[src/rtl/audio_i2s_tx_pkg.sv]
// Shared audio types: stereo sample pair and I2S word-select levels.
package audio_i2s_tx_pkg;

    localparam int AUDIO_DW = 16;

    localparam logic LRCK_LEFT  = 1'b0;
    localparam logic LRCK_RIGHT = 1'b1;

    typedef struct packed {
        logic signed [AUDIO_DW-1:0] l;
        logic signed [AUDIO_DW-1:0] r;
    } stereo_t;

endpackage

[src/rtl/audio_sample_fifo.sv]
// Synchronous FIFO of stereo pairs; push is refused when full, pop when empty.
module audio_sample_fifo
    import audio_i2s_tx_pkg::*;
#(
    parameter int DEPTH = 4,
    localparam int AW = $clog2(DEPTH),
    localparam int LW = $clog2(DEPTH) + 1
) (
    input  logic          clk,
    input  logic          reset_n,
    input  logic          i_push,
    input  stereo_t       i_data,
    input  logic          i_pop,
    output stereo_t       o_head,
    output logic          o_full,
    output logic          o_empty,
    output logic [LW-1:0] o_level
);

    logic [AW-1:0] r_wr_ptr;
    logic [AW-1:0] r_rd_ptr;
    logic [LW-1:0] r_level;
    stereo_t       r_mem [DEPTH];
    logic          w_push;
    logic          w_pop;

    assign o_full  = (r_level == LW'(DEPTH));
    assign o_empty = (r_level == '0);
    assign w_push  = i_push && !o_full;
    assign w_pop   = i_pop && !o_empty;
    assign o_head  = r_mem[r_rd_ptr];
    assign o_level = r_level;

    // Pointers wrap naturally because DEPTH is a power of two.
    always_ff @(posedge clk or negedge reset_n) begin
        if (!reset_n) begin
            r_wr_ptr <= '0;
            r_rd_ptr <= '0;
            r_level  <= '0;
        end else begin
            if (w_push) r_wr_ptr <= r_wr_ptr + AW'(1);
            if (w_pop)  r_rd_ptr <= r_rd_ptr + AW'(1);
            case ({w_push, w_pop})
                2'b10:   r_level <= r_level + LW'(1);
                2'b01:   r_level <= r_level - LW'(1);
                default: r_level <= r_level;
            endcase
        end
    end

    always_ff @(posedge clk) begin
        if (w_push) r_mem[r_wr_ptr] <= i_data;
    end

endmodule

[src/rtl/audio_i2s_tx.sv]
// I2S transmitter: buffers stereo pairs and serializes them MSB first with the
// standard one-BCLK data delay; all link outputs change on BCLK falling edges.
module audio_i2s_tx
    import audio_i2s_tx_pkg::*;
#(
    parameter int DATA_WIDTH = AUDIO_DW,
    parameter int COUNT_BITS = 10,
    parameter int FIFO_DEPTH = 4
) (
    input  logic                          clk,
    input  logic                          reset_n,
    input  logic                          enable,
    input  logic [COUNT_BITS-1:0]         bclk_div,
    input  logic signed [DATA_WIDTH-1:0]  in_l,
    input  logic signed [DATA_WIDTH-1:0]  in_r,
    input  logic                          in_valid,
    output logic                          in_ready,
    output logic                          i2s_bclk,
    output logic                          i2s_lrck,
    output logic                          i2s_sdata,
    output logic                          underrun,
    output logic [$clog2(FIFO_DEPTH):0]   fifo_level
);

    localparam int FRAME_BITS = 2 * DATA_WIDTH;
    localparam int KW         = $clog2(FRAME_BITS);
    localparam int LW         = $clog2(FIFO_DEPTH) + 1;

    logic [COUNT_BITS-1:0] r_div_cnt;
    logic                  r_bclk;
    logic [KW-1:0]         r_bit;
    logic [FRAME_BITS-1:0] r_shift;
    stereo_t               r_hold;
    logic                  r_lrck;
    logic                  r_sdata;
    logic                  r_underrun;

    logic [COUNT_BITS-1:0] w_div_max;
    logic                  w_div_tc;
    logic                  w_fall;
    logic                  w_frame_start;
    stereo_t               w_pair_in;
    stereo_t               w_head;
    logic                  w_full;
    logic                  w_empty;
    logic [LW-1:0]         w_level;

    assign w_pair_in = {in_l, in_r};

    audio_sample_fifo #(
        .DEPTH   (FIFO_DEPTH)
    ) u_fifo (
        .clk     (clk),
        .reset_n (reset_n),
        .i_push  (in_valid),
        .i_data  (w_pair_in),
        .i_pop   (w_frame_start),
        .o_head  (w_head),
        .o_full  (w_full),
        .o_empty (w_empty),
        .o_level (w_level)
    );

    // A divisor of 0 behaves as 1; '>=' lets a shrunk divisor end the current
    // half-period at once, which is never shorter than the new half-period.
    assign w_div_max     = (bclk_div == '0) ? COUNT_BITS'(1) : bclk_div;
    assign w_div_tc      = (r_div_cnt >= (w_div_max - COUNT_BITS'(1)));
    assign w_fall        = enable && w_div_tc && r_bclk;
    assign w_frame_start = w_fall && (r_bit == '0);

    always_ff @(posedge clk or negedge reset_n) begin
        if (!reset_n) begin
            r_div_cnt <= '0;
            r_bclk    <= 1'b0;
        end else if (!enable) begin
            r_div_cnt <= '0;
            r_bclk    <= 1'b0;
        end else if (w_div_tc) begin
            r_div_cnt <= '0;
            r_bclk    <= ~r_bclk;
        end else begin
            r_div_cnt <= r_div_cnt + COUNT_BITS'(1);
        end
    end

    // The shifter MSB always carries the bit for the coming falling edge; after
    // the last shift of a frame it holds R's LSB, emitted at the next k=0.
    always_ff @(posedge clk or negedge reset_n) begin
        if (!reset_n) begin
            r_bit      <= '0;
            r_shift    <= '0;
            r_hold     <= '0;
            r_lrck     <= LRCK_RIGHT;
            r_sdata    <= 1'b0;
            r_underrun <= 1'b0;
        end else begin
            r_underrun <= 1'b0;
            if (!enable) begin
                r_bit   <= '0;
                r_shift <= '0;
                r_lrck  <= LRCK_RIGHT;
                r_sdata <= 1'b0;
            end else if (w_fall) begin
                r_bit   <= (r_bit == KW'(FRAME_BITS - 1)) ? '0 : r_bit + KW'(1);
                r_lrck  <= (r_bit >= KW'(DATA_WIDTH)) ? LRCK_RIGHT : LRCK_LEFT;
                r_sdata <= r_shift[FRAME_BITS-1];
                if (r_bit == '0) begin
                    if (!w_empty) begin
                        r_shift <= w_head;
                        r_hold  <= w_head;
                    end else begin
                        r_shift    <= r_hold;
                        r_underrun <= 1'b1;
                    end
                end else begin
                    r_shift <= {r_shift[FRAME_BITS-2:0], 1'b0};
                end
            end
        end
    end

    assign i2s_bclk   = r_bclk;
    assign i2s_lrck   = r_lrck;
    assign i2s_sdata  = r_sdata;
    assign underrun   = r_underrun;
    assign in_ready   = !w_full;
    assign fifo_level = w_level;

endmodule

[config.mk]
export PLATFORM = sky130hd
export DESIGN_NAME = audio_i2s_tx
export DESIGN_NICKNAME = d
export VERILOG_FILES = /design/src/rtl/audio_i2s_tx_pkg.sv /design/src/rtl/audio_sample_fifo.sv /design/src/rtl/audio_i2s_tx.sv
export SDC_FILE = /design/constraint.sdc
export NUM_CORES = 1
export LEC_CHECK = 0
export ABC_AREA = 1
export CAP_MARGIN = 20
export CORE_UTILIZATION = 64
export CTS_CLUSTER_SIZE = 8
export DETAILED_ROUTE_END_ITERATION = 6
export PLACE_DENSITY_LB_ADDON = 0.1
export SYNTH_ARGS = -nofsm -noshare
export SYNTH_HDL_FRONTEND = slang
export SYNTH_SLANG_ARGS = --single-unit
[constraint.sdc]
create_clock -name clk -period 4.9 [get_ports clk]
set_clock_uncertainty 0.2 [all_clocks]
set_input_delay 0.98 -clock clk [delete_from_list [all_inputs] [get_ports clk]]
set_output_delay 0.98 -clock clk [all_outputs]
set_load 0.1 [all_outputs]
==> reports/qor.tcl <==
set qor(first_global_vias) 7024
set qor(accumulated_negative_setup_slack_ns) 0
set qor(critical-path-top-delay-family) {simple AND/OR/NAND/NOR gates}
set qor(synthesis.instances) 1007
set qor(layout.cells.non_filler) 1271
set qor(maxClockFrequency_mhz) 226
set qor(placement_rows) 44
set qor(power.density_nw_per_um2) 462
set qor(drt_pass1_iterations) 5
set qor(dieWidth_um) 126
set qor(crit_top_cell) {nand2_1}
set qor(dp_area_um2) 10500
set qor(wire_per_inst_um) 16.4
set qor(initialDrtViolationCount) 564
set qor(synthToLayoutAreaGrowth_pct) 15.7
set qor(path_class) {input port to flip-flop}
set qor(ctsLongestPathBuffers) 3
set qor(postSynth.topFlopCell) {edfxtp_1}
set qor(arrival_ns) 4.63
set qor(number_of_vias_in_the_routed_layout) 7087
set qor(grt_pass1_wl_um) 34400
set qor(post-place-cells) 1217
set qor(worst_path_cell_chain) {clkdlybuf4s50_1 > nor2_1 > nand2_1 > nor3_1 > nand3b_1 > nand2_1 > inv_1 > ha_1 > nand2_1 > nor2_1 > xnor2_1 > ha_1 > nand2_1 > nor2_2 > nand3_2 > nand3_2 > nand4_4 > nor2_1 > ha_1 > inv_1 > fa_1 > a21oi_1 > o21ai_0 > xor2_1}
set qor(setup.worst_path.end_class) {flip-flop}
set qor(fp.dieH_um) 126
set qor(number_of_cells_on_the_worst_reg_to_reg_path) 13
set qor(finish.instance_area_um2) 11400
set qor(gr-usage-all-layers) 0.277
set qor(cp.depth) 24
set qor(cts_buffers) 31
set qor(io-pin-count) 54
set qor(rsz_0062_raised_after_global_routing) {no}
set qor(synthesis.area_um2) 9840
set qor(synth.ff_latch_count) 218
set qor(proportion_of_register_bits_with_asynchronous_set_or_reset_after_synthesis) 0.413
set qor(syn_area_per_cell_um2) 9.77
set qor(clock_sink_count) 218
set qor(ctsRootBufferMaster) {clkbuf_16}
set qor(drive_above_1_share) 0.0874
set qor(final-hold-violation-count) 0
set qor(worstSkewPairLatency_ns) 0.53
set qor(timing.rr.end) {u_fifo.o_level[2]}
set qor(h-tree-depth) 1
set qor(max_slew.worst_pin.slew_ns) 0.987
set qor(cts-resized-gates) 0
set qor(run_status) {finished, final reports clean}
set qor(min-delay-path-class) {flip-flop to flip-flop}
set qor(fin_crit_sh) 0.905
set qor(detailed_place_hpwl_um) 11700
set qor(crit-reg2reg-launch) {r_bit[0]}
set qor(final_max_slew_viol_count) 0
set qor(fp.dieArea_um2) 15900
set qor(critical_path.max_stage_delay_ns) 0.43
set qor(power.leakage_nw) 4.91
set qor(postRouteWirelength_um) 20900
set qor(layout.cells.most_common) {nand2_1}
set qor(vdd_ir_drop_max_mv) 0.345
set qor(drt-vias-per-instance) 5.58
set qor(cts_hold_repair.buffers) 0
set qor(finalSetupViolCount) 0
set qor(antenna_left) 0
set qor(filler_cell_count) 969
set qor(setup_fix_bufs_post_cts) 0
set qor(p_total_mw) 5.26
set qor(insertedDiodeCount) 0
set qor(grt_start_max_net_pins) 65
set qor(clk_pin_slew_worst_paths_ns) 0.05
set qor(finish.net_count) 1133
set qor(path_max_fanout) 3
set qor(synth_fp_nets) 1074
set qor(initial_utilization) 0.667
set qor(drc_violations_left) 0
set qor(tritoncts_clock_tree) {done}
set qor(cap_viol_max_count) 0
set qor(max-slew-margin-rel) 0.340
set qor(netlist-cell-type-count) 41
set qor(crit_slowest_cell) {clkdlybuf4s50_1}
set qor(synth_edf_count) 128
set qor(initial_antenna_violation_count) 0
set qor(fp.coreArea_um2) 14800
set qor(beginning_of_the_critical_path) {bclk_div[5]}
set qor(timing.critical_path.buf_inv) 3
set qor(hold_slack_final_ns) 0.270
set qor(layout_common_cells) {288 x nand2_1, 138 x nor2_1, 128 x edfxtp_1, 109 x o21ai_0, 88 x dfrtp_1}
set qor(port_buffers) 53
set qor(cp-endpoint) {u_fifo.o_level[2]}
set qor(startpoint_type) {input port}
set qor(synth-warning-count) 0
set qor(grt_remaining_overflow) 0
set qor(setup.reg_to_reg.worst_slack_ns) 1.98
set qor(synth-seq-area-share) 0.620
set qor(worst_ep_required_time_ns) 5.10
set qor(finalCriticalPeriod_ns) 4.43
set qor(globalplace.congestion) 0.802
-- sequential cells by signal, indices dropped and copies added, names as in the netlist, 2 cells and up --
| signal | count |
|---|---|
| r_hold | 32 |
| u_fifo.o_level | 3 |
| r_bit | 5 |
| u_fifo.r_rd_ptr | 2 |
| r_div_cnt | 10 |
| r_shift | 32 |
| u_fifo.r_wr_ptr | 2 |
| u_fifo.r_mem | 128 |
-- worst min-delay path: cells and delay by family (launching register included) --
| kind | cells | cell delay (ns) |
|---|---|---|
| flops | 1 | 0.34 |
| simple gates | 2 | 0.10 |
-- per-layer routing --
| layer | part of all wire | GRT usage | vias to the layer above | routed length (µm) |
|---|---|---|---|---|
| met5 | 0 | 0 | - | 0 |
| met4 | 0.028 | 0.111 | 0 | 592 |
| met3 | 0.058 | 0.0412 | 47 | 1200 |
| met2 | 0.49 | 0.466 | 231 | 10300 |
| met1 | 0.42 | 0.366 | 3358 | 8830 |
| li1 | - | - | 3451 | - |
-- logic make-up (layout without fill, tap and decap cells) --
family | Yosys count | after routing | share of synthesized area
adder cells (fa/ha/maj) | 21 | 21 | 0.0275
flip-flops | 218 | 218 | 0.620
AND/OR/NAND/NOR | 509 | 509 | 0.213
XOR/XNOR | 11 | 11 | 0.00979
buffers and inverters | 102 | 182 | 0.0498
AO/OA/AOI/OAI | 146 | 146 | 0.0800
-- Yosys cell counts, types with 2 or more instances --
library cell / number / area [µm²]
or2_2: 15 / 93.8
xnor2_1: 6 / 52.6
nand2_1: 289 / 1080
xor2_1: 5 / 43.8
buf_2: 18 / 90.1
nor3b_1: 2 / 15.0
a21oi_1: 6 / 30.0
nor3_1: 3 / 15.0
o21ai_2: 3 / 26.3
o21ai_1: 10 / 50.1
nor2_2: 2 / 12.5
nor2_1: 142 / 533
buf_4: 10 / 75.1
nand3_1: 44 / 220
buf_6: 6 / 67.6
ha_1: 20 / 250
clkbuf_1: 16 / 60.1
inv_2: 2 / 7.51
dfrtp_1: 89 / 2230
o211ai_1: 11 / 82.6
o21bai_1: 2 / 15.0
edfxtp_1: 128 / 3840
nand4_1: 2 / 12.5
a31o_2: 2 / 17.5
nand3_2: 2 / 20.0
o21ai_0: 109 / 546
inv_1: 49 / 184
-- layout make-up --
class | instances | area (µm²) | area share
clock buffer | 53 | 858 | 0.0754
clock inverter | 1 | 6.26 | 0.000550
inverter | 52 | 198 | 0.0174
multi-input combinational | 687 | 3270 | 0.287
sequential | 218 | 6100 | 0.536
tap | 184 | 230 | 0.0202
timing repair buffer | 76 | 726 | 0.0638
-- how the worst min path moves through the flow --
stage / start / end / cells past startpoint
after floorplan: r_shift[0] / r_shift[0] / 2
after global placement: r_shift[28] / r_shift[28] / 2
after detailed placement: r_shift[31] / r_shift[31] / 2
after CTS: r_shift[21] / r_shift[21] / 2
after global routing: r_shift[7] / r_shift[7] / 2
final: i2s_sdata / i2s_sdata / 2
-- per-stage QoR --
step / setup WS (ns) / utilization
after floorplan: 0.316 / -
after global placement: 0.0536 / 0.713
after detailed placement: -0.0818 / 0.713
after CTS: 0.453 / 0.772
after global routing: 0.180 / 0.772
final: 0.468 / 0.772
-- power by group --
group / internal (mW) / leakage, nW / switching (mW)
sequential: 2.21 / 2.34 / 0.0708
combinational: 0.304 / 2.16 / 0.777
clock: 1.17 / 0.412 / 0.730
total: 3.68 / 4.91 / 1.58
Power figures use the tool's default switching activity.
